==> src/rtl/tlb_sa.sv <==
// Set-associative TLB: VA+PCID -> PA with one registered lookup cycle, fill port with
// round-robin replacement (invalid way first), and a one-set-per-cycle invalidation sweep.
module tlb_sa #(
   parameter int VA_W       = 64,
   parameter int PA_W       = 64,
   parameter int PCID_W     = 12,
   parameter int PAGE_SHIFT = 12,
   parameter int SETS       = 4,
   parameter int WAYS       = 8
) (
   input  logic              clk,
   input  logic              rst_n,
   input  logic              lk_valid,
   output logic              lk_ready,
   input  logic [VA_W-1:0]   lk_va,
   input  logic [PCID_W-1:0] lk_pcid,
   output logic              rsp_valid,
   output logic              rsp_hit,
   output logic [PA_W-1:0]   rsp_pa,
   output logic [WAYS-1:0]   rsp_way,
   input  logic              fill_valid,
   output logic              fill_ready,
   input  logic [VA_W-1:0]   fill_va,
   input  logic [PCID_W-1:0] fill_pcid,
   input  logic [PA_W-1:0]   fill_pa,
   input  logic              inv_valid,
   input  logic              inv_all,
   input  logic [PCID_W-1:0] inv_pcid,
   output logic              inv_ready,
   output logic              busy
);
   localparam int IDX_W = $clog2(SETS);
   localparam int WAY_W = $clog2(WAYS);
   localparam int TAG_W = VA_W - PAGE_SHIFT - IDX_W;
   localparam int PPN_W = PA_W - PAGE_SHIFT;

   typedef enum logic {S_IDLE, S_SWEEP} state_t;

   state_t              r_state, w_next;
   logic [IDX_W-1:0]    r_cnt;
   logic                r_inv_all;
   logic [PCID_W-1:0]   r_inv_pcid;
   logic [WAYS-1:0]     r_vld  [SETS];
   logic [WAY_W-1:0]    r_rr   [SETS];
   logic [TAG_W-1:0]    r_tag  [SETS][WAYS];
   logic [PCID_W-1:0]   r_pcid [SETS][WAYS];
   logic [PPN_W-1:0]    r_ppn  [SETS][WAYS];
   logic                r_rsp_vld, r_rsp_hit;
   logic [PA_W-1:0]     r_rsp_pa;
   logic [WAYS-1:0]     r_rsp_way;

   logic                w_lk_acc, w_fill_acc, w_inv_acc;
   logic [IDX_W-1:0]    w_lk_idx, w_f_idx;
   logic [TAG_W-1:0]    w_lk_tag, w_f_tag;
   logic [WAYS-1:0]     w_lk_hit;
   logic [PPN_W-1:0]    w_lk_ppn;
   logic                w_f_match, w_f_found, w_f_evict;
   logic [WAY_W-1:0]    w_f_match_way, w_f_inv_way, w_f_way;
   logic                w_unused;

   assign w_lk_idx   = lk_va[PAGE_SHIFT +: IDX_W];
   assign w_lk_tag   = lk_va[VA_W-1:PAGE_SHIFT+IDX_W];
   assign w_f_idx    = fill_va[PAGE_SHIFT +: IDX_W];
   assign w_f_tag    = fill_va[VA_W-1:PAGE_SHIFT+IDX_W];
   assign w_lk_acc   = lk_valid & lk_ready;
   assign w_fill_acc = fill_valid & fill_ready;
   assign w_inv_acc  = inv_valid & inv_ready;
   assign w_unused   = ^{fill_va[PAGE_SHIFT-1:0], fill_pa[PAGE_SHIFT-1:0]};

   assign rsp_valid = r_rsp_vld;
   assign rsp_hit   = r_rsp_hit;
   assign rsp_pa    = r_rsp_pa;
   assign rsp_way   = r_rsp_way;

   always_comb begin
      w_next     = r_state;
      lk_ready   = 1'b0;
      fill_ready = 1'b0;
      inv_ready  = 1'b0;
      busy       = 1'b0;
      case (r_state)
         S_IDLE: begin
            lk_ready   = 1'b1;
            fill_ready = 1'b1;
            inv_ready  = 1'b1;
            if (inv_valid) w_next = S_SWEEP;
         end
         S_SWEEP: begin
            busy = 1'b1;
            if (r_cnt == IDX_W'(SETS-1)) w_next = S_IDLE;
         end
         default: w_next = S_IDLE;
      endcase
   end

   always_comb begin
      w_lk_hit = '0;
      w_lk_ppn = '0;
      for (int w = 0; w < WAYS; w++) begin
         w_lk_hit[w] = r_vld[w_lk_idx][w] && (r_tag[w_lk_idx][w] == w_lk_tag) &&
                       (r_pcid[w_lk_idx][w] == lk_pcid);
         if (w_lk_hit[w]) w_lk_ppn = w_lk_ppn | r_ppn[w_lk_idx][w];
      end
   end

   // Descending scan so the lowest-index invalid way is the one left selected.
   always_comb begin
      w_f_match     = 1'b0;
      w_f_found     = 1'b0;
      w_f_match_way = '0;
      w_f_inv_way   = '0;
      for (int w = WAYS-1; w >= 0; w--) begin
         if (!r_vld[w_f_idx][w]) begin
            w_f_found   = 1'b1;
            w_f_inv_way = WAY_W'(w);
         end
         if (r_vld[w_f_idx][w] && (r_tag[w_f_idx][w] == w_f_tag) &&
             (r_pcid[w_f_idx][w] == fill_pcid)) begin
            w_f_match     = 1'b1;
            w_f_match_way = WAY_W'(w);
         end
      end
      w_f_evict = !w_f_match && !w_f_found;
      w_f_way   = w_f_match ? w_f_match_way : (w_f_found ? w_f_inv_way : r_rr[w_f_idx]);
   end

   always_ff @(posedge clk or negedge rst_n) begin
      if (!rst_n) begin
         r_state    <= S_IDLE;
         r_cnt      <= '0;
         r_inv_all  <= 1'b0;
         r_inv_pcid <= '0;
         r_rsp_vld  <= 1'b0;
         r_rsp_hit  <= 1'b0;
         r_rsp_pa   <= '0;
         r_rsp_way  <= '0;
         for (int s = 0; s < SETS; s++) begin
            r_vld[s] <= '0;
            r_rr[s]  <= '0;
         end
      end else begin
         r_state   <= w_next;
         r_rsp_vld <= w_lk_acc;
         r_rsp_hit <= w_lk_acc && (|w_lk_hit);
         r_rsp_way <= w_lk_acc ? w_lk_hit : '0;
         r_rsp_pa  <= (w_lk_acc && (|w_lk_hit)) ? {w_lk_ppn, lk_va[PAGE_SHIFT-1:0]} : '0;
         if (w_fill_acc) begin
            r_vld[w_f_idx][w_f_way] <= 1'b1;
            if (w_f_evict) r_rr[w_f_idx] <= r_rr[w_f_idx] + WAY_W'(1);
         end
         if (w_inv_acc) begin
            r_cnt      <= '0;
            r_inv_all  <= inv_all;
            r_inv_pcid <= inv_pcid;
         end
         if (r_state == S_SWEEP) begin
            r_cnt <= r_cnt + IDX_W'(1);
            for (int w = 0; w < WAYS; w++)
               if (r_inv_all || (r_pcid[r_cnt][w] == r_inv_pcid)) r_vld[r_cnt][w] <= 1'b0;
         end
      end
   end

   always_ff @(posedge clk) begin
      if (w_fill_acc) begin
         r_tag[w_f_idx][w_f_way]  <= w_f_tag;
         r_pcid[w_f_idx][w_f_way] <= fill_pcid;
         r_ppn[w_f_idx][w_f_way]  <= fill_pa[PA_W-1:PAGE_SHIFT];
      end
   end
endmodule
==> config.mk <==
export PLATFORM = sky130hd
export DESIGN_NAME = tlb_sa
export DESIGN_NICKNAME = d
export VERILOG_FILES = /design/src/rtl/tlb_sa.sv
export SDC_FILE = /design/constraint.sdc
export NUM_CORES = 2
export LEC_CHECK = 0
export CORE_UTILIZATION = 29
export CTS_CLUSTER_DIAMETER = 100
export CTS_CLUSTER_SIZE = 12
export DETAILED_ROUTE_END_ITERATION = 7
export GPL_TIMING_DRIVEN = 1
export HOLD_SLACK_MARGIN = 0.02
export PLACE_DENSITY = 0.5
export SYNTH_ARGS = -nofsm -noshare
export SYNTH_HDL_FRONTEND = slang
export SYNTH_SLANG_ARGS = --single-unit
==> constraint.sdc <==
create_clock -name clk -period 14.2 [get_ports clk]
set_clock_uncertainty 0.15 [all_clocks]
set_input_delay 1.42 -clock clk [delete_from_list [all_inputs] [get_ports clk]]
set_output_delay 1.42 -clock clk [all_outputs]
set_load 0.01 [all_outputs]
Yosys cells after proc, flatten, opt, wreduce, memory -nomap -nowiden
Memory sizes are Yosys's and may differ from the RTL's.
Cells that the tools add are included.
{"block": "totals", "mem_count": 3, "reg_bits": 134, "word_cells": 264, "mem_bits_rw": 3648, "output_inout_bits": 78, "inputBits": 234}
{"memory": "r_ppn", "depth": 4, "width": 416, "read_ports": 1, "rd_clocked_by_memory_dff": 0, "wr": 1, "line": "47", "text": "logic [PPN_W-1:0] r_ppn [SETS][WAYS];"}
{"memory": "r_tag", "depth": 4, "width": 400, "read_ports": 2, "rd_clocked_by_memory_dff": 0, "wr": 1, "line": "45", "text": "logic [TAG_W-1:0] r_tag [SETS][WAYS];"}
{"memory": "r_pcid", "depth": 4, "width": 96, "read_ports": 3, "rd_clocked_by_memory_dff": 0, "wr": 1, "line": "46", "text": "logic [PCID_W-1:0] r_pcid [SETS][WAYS];"}
{"block": "classes", "addsub": 2, "bitwise_logic": 32, "reduce_logical": 51, "mux": 110, "order_cmp": 9, "n_eq_ne": 41}
{"cell": "50-bit equality test", "count": 16}
{"cell": "32-bit 2-to-1 mux", "count": 17}
{"cell": "52-bit 2-to-1 mux", "count": 9}
{"cell": "416-bit 2-to-1 mux", "count": 1}
{"cell": "400-bit 2-to-1 mux", "count": 1}
{"cell": "52-bit OR", "count": 7}
{"cell": "12-bit equality test", "count": 24}
{"cell": "32-bit AND", "count": 8}
{"cell": "32-bit inverter", "count": 8}
{"cell": "52-bit demux with 3-bit select", "count": 1}
{"cell": "50-bit demux with 3-bit select", "count": 1}
{"cell": "8-bit demux with 2-bit select", "count": 9}
{"cell": "96-bit 2-to-1 mux", "count": 1}
{"cell": "3-bit 2-to-1 mux", "count": 22}
{"cell": "64-bit 2-to-1 mux", "count": 1}
{"cell": "8-bit 2-to-1 mux", "count": 7}
{"cell": "50-bit 2-to-1 mux", "count": 1}
{"cell": "1-bit logical AND", "count": 38}
{"cell": "12-bit demux with 3-bit select", "count": 1}
{"cell": "8-bit binary-select mux with 2-bit select", "count": 2}
{"cell": "32-bit OR", "count": 1}
{"cell": "1-bit 2-to-1 mux", "count": 23}
{"cell": "12-bit bitwise mux", "count": 1}
{"cell": "12-bit 2-to-1 mux", "count": 1}
{"cell": "27 further kinds", "count": 44}

Depth between registers and ports, before layout
{"block": "depth", "depth_word": 47, "mapped_depth": 20}

Least setup slack after synthesis
Ideal clock, no wire load.
{"block": "synth_path", "kind": "input -> register", "from": "in fill_va[13]", "to": "mem r_pcid[0][60] in the netlist's numbering (enable)", "required_ns": 13.321, "arrival_time_ns": 12.313, "setup_slack_ns": 1.008, "stages": 17, "cell_sequence": "buf_4 buf_4 buf_6 buf_6 buf_4 buf_4 buf_6 mux2_2 a21oi_1 a221oi_1 o211ai_1 nor3_1 nand4_1 o2111ai_2 o31ai_1 nand2_1 nor3_1"}
{"block": "synth_via", "elab_chain_len": 21, "elab_cells_between_ends": 82, "cone_classes": "order compare: 2; eq/ne: 16; mux: 43; bitwise: 2; reduce/logical: 17; memory: 2"}
{"element": "start: declaration", "line": "23", "text": "input logic [VA_W-1:0] fill_va,"}
{"element": "branches (longest 21 deep; another with memory read 4 x 400 bit)"}
{"element": "end: declaration", "line": "46"}
Parallel ways; which one is timed is not known. The select of a mux whose other input is x is not followed.

Final worst setup path
{"block": "layout_path", "from": "in fill_va[12]", "to": "mem r_ppn[0][239] in the netlist's numbering (enable)"}
{"block": "layout_via", "elab_chain_len": 21, "elab_cells_between_ends": 82, "cone_classes": "order compare: 2; eq/ne: 16; mux: 43; bitwise: 2; reduce/logical: 17; memory: 2"}
{"element": "branches (longest 21 deep; another with memory read 4 x 400 bit)"}
{"element": "end: declaration", "line": "47"}
Parallel ways; which one is timed is not known. The select of a mux whose other input is x is not followed.

==> summary.txt <==
Setup path
  • CP startpoint: fill_va[12]
  • Critical path peak fanout: 65
  • Reg2reg start: r_tag[1][99]
  • Crit. End Element: flop
  • Critical path class: in -> reg
  • Reg2reg end: r_ppn[3][297]
  • Reg2reg path depth: 11
  • WP data arrival: 9840 ps
  • Worst setup SP type: input pin
  • Reg2Reg Setup Slack: 6300 ps
  • Required time of the worst setup path: 14660 ps

Floorplan
  • Die ar.: 590300 um2
  • Die Y: 768.3 um
  • Initial core utilization: 29.09%
  • Num rows: 281
  • Die X: 768.3 um
  • Core Box Area: 585400 um2
  • # IOs: 312

Global route
  • Vias in the first global route: 98928
  • Tot GR Track Use: 25.81%
  • Global-route wire length before repair: 1009 mm
  • Initial antenna violation count: 128
  • Total gr overflow: 0
  • Largest net degree at the start of global routing: 141

Power and ir drop
  • Clock network fraction of total power: 35.8%
  • Peak supply drop: 120.5 uV
  • Internal: 0.01834 W
  • Net Sw Frac: 28.15%
  • Switching power: 0.007183 W
  • Power share of the combinational group: 15.1%
  • Leakage: 59.69 nW
  • Sequential group share of total power: 49.2%
  • Pwr Density: 131.3 nW/um2

STA
  • Final min period: 9382 ps
  • Fin. Hold Viols: 0
  • Final period utilization: 66.07%
  • Setup_tns: 0 ps
  • Fin. max-slew vios: 4
  • Final setup fails: 0
  • Relative slew slack: -7.589%
  • Max Fclk: 0.1066 GHz
  • Unrepaired setup endpoints after global routing: no
  • Final hold slack: 75.24 ps
  • Slew at the pin closest to its max-slew limit: 1569 ps

Yosys
  • Cells after Synth: 8889
  • Asr flop ratio synth: 3.543%
  • Mean post-synth cell area: 19.16 um2
  • Cell variety after synth: 88
  • Sequential cell area fraction in the yosys report: 66.30%
  • Top FF cell, synth: edfxtp_1
  • Synth Register Bits: 3782
  • Largest family of logic cells by synthesized area: multiplexers
  • Synth Area in XOR/XNOR: 4.202%
  • Adder-Cell Fraction of Synth Area: 0.03674%
  • Post-Syn Nets: 9128
  • Synth Area in Compound Gates: 3.882%
  • Synth Area in Simple Gates: 2.625%
  • Mux cell area share after synthesis: 20.81%
  • Synth warn: 0
  • Synthesized area: 170300 um2
  • Count of flip-flops with a built-in enable after synthesis: 3648

Cells and area
  • Layout cells sized above 1: 26.15%
  • Fin nets: 9624
  • Final design utilization: 33.19%
  • Layout area overhead: 14.09%
  • Final instance count without filler cells: 17416
  • Post-route cell area: 194300 um2

Placed design
  • Placed Cells: 16805
  • DP Area: 183900 um2
  • Port bufs: 287
  • Gpl congestion: 1.072
  • Final HPWL DP: 525.0 mm

Drt
  • Total iterations of the first detailed-routing run: 8
  • DRT iter0 DRCs: 17132
  • Wirelength, routed: 784.7 mm
  • Drt wl/cell: 45.05 um
  • Remaining antenna violation count: 0
  • Residual DRC: 0
  • Vias/cell: 5.917
  • Vias: 103054

Status
  • Failing checks: max-capacitance violations, max-slew violations
  • Status: complete, but fails checks

CTS
  • Number of buffers created by CTS: 360
  • CTS tree: built
  • CTS Hold Bufs: 0
  • Worst-path clk slew: 60 ps
  • Clk sinks: 3782
  • Post_cts resized: 0
  • Post-CTS setup buffer count: 0
  • Clock root cell: clkbuf_16
  • CTS max path bufs: 4
  • Worst-skew pair later-pin latency: 1080 ps
  • H-tree depth: 5

Min path
  • Hold/Removal Path Class: in -> async

Run
  • # Max-Cap Violations: 3
how the worst max path moves through the flow:
stage | end | cells past startpoint
after global placement | r_tag[0][220] | 17
after floorplan | r_pcid[0][60] | 17
after CTS | r_ppn[0][239] | 17
after detailed placement | r_tag[0][220] | 17
final | r_ppn[0][239] | 17
after global routing | r_tag[3][275] | 15
cell usage after synthesis (51+ instances only):
library cell     n  area, um2
buf_1          112      420.4
a21oi_1         87      435.4
o22ai_1         93      581.8
a22oi_1        102      765.7
xor2_1         177       1550
a221oi_1        79      691.9
mux2i_1        403       4034
mux2_2         135       1520
buf_4           98      735.7
mux4_2        1327      29890
nand4_1        143      894.6
clkbuf_1       232      870.8
o21ai_0         51      255.2
nor2b_1         60      375.4
dfrtp_1        134       3353
nor2_1         117      439.2
nand2_1        122      457.9
o2bb2ai_1       78      683.2
edfxtp_1      3648     109500
buf_2          117      585.6
a31oi_1         58      362.9
nor4_1         115      719.4
inv_1          148      555.5
xnor2_1        640       5605
metal layers:
metal	track usage, %	vias to the layer above	wire length (um)
li1	-	38190	-
met1	34.01	56337	304200
met2	37.65	6935	335100
met3	7.443	1536	85390
met4	15.74	56	59610
met5	0	-	369
state kept, by name, summed over array words and instances (netlist names), 2 cells and up:
name        cells
rsp_way         8
r_rr           12
r_cnt           2
rsp_pa         64
r_inv_pcid     12
r_pcid        384
r_vld          32
r_tag        1600
r_ppn        1664
critical path: stages:
cell and delay, ps:
buf_8 580, buf_12 530, buf_4 710, mux4_2 620, xnor2_1 670, nand4_1 160
nor3_1 690, nand3_1 230, nor4_2 930, a21oi_1 130, o32a_1 430, o21ai_4 100
buf_4 510, nand2_1 380, nor2_4 210, buf_4 510, buf_12 530
cell families after synthesis:
logic type,Yosys count
flops,3782
fa+ha+maj,5
xor+xnor,817
mux,1865
buf+inv,762
simple gates,791
compound gates,867
final cells by class:
class,count,area (um2)
fillers,55507,391100
inverters,167,656.9
clock inverters,38,571.8
diodes,71,177.7
well taps,7782,9737
clock buffers,502,9615
repair buffers,729,6528
multi-input cells,4345,54090
flip-flops and latches,3782,112900
layout by cell type (no fill, tap or decap), types with 143 or more instances in the layout:
cell	count
buf_4	385
clkbuf_16	363
clkdlybuf4s50_1	201
edfxtp_1	3648
inv_1	144
mux2i_1	402
mux4_2	1327
nand4_1	143
xnor2_1	633
xor2_1	177
power by group through the flow:
stage	Sequential, W	Clock [W]	Combinational (W)
after floorplan	0.0127	0	0.00185
after global placement	0.0128	0	0.00371
after detailed placement	0.0128	0	0.00373
after CTS	0.0125	0.00926	0.00374
after global routing	0.0126	0.00962	0.00383
final	0.0125	0.00913	0.00384
stage by stage:
step	setup WS, ps	power, W
4_1_cts	5143	0.02554
5_1_grt	4800	0.02601
3_3_place_gp	4014	0.01648
3_5_place_dp	4081	0.01650
2_1_floorplan	1008	0.01455
6_report	4818	0.02552
No activity file was read; power rests on OpenSTA's default activity.
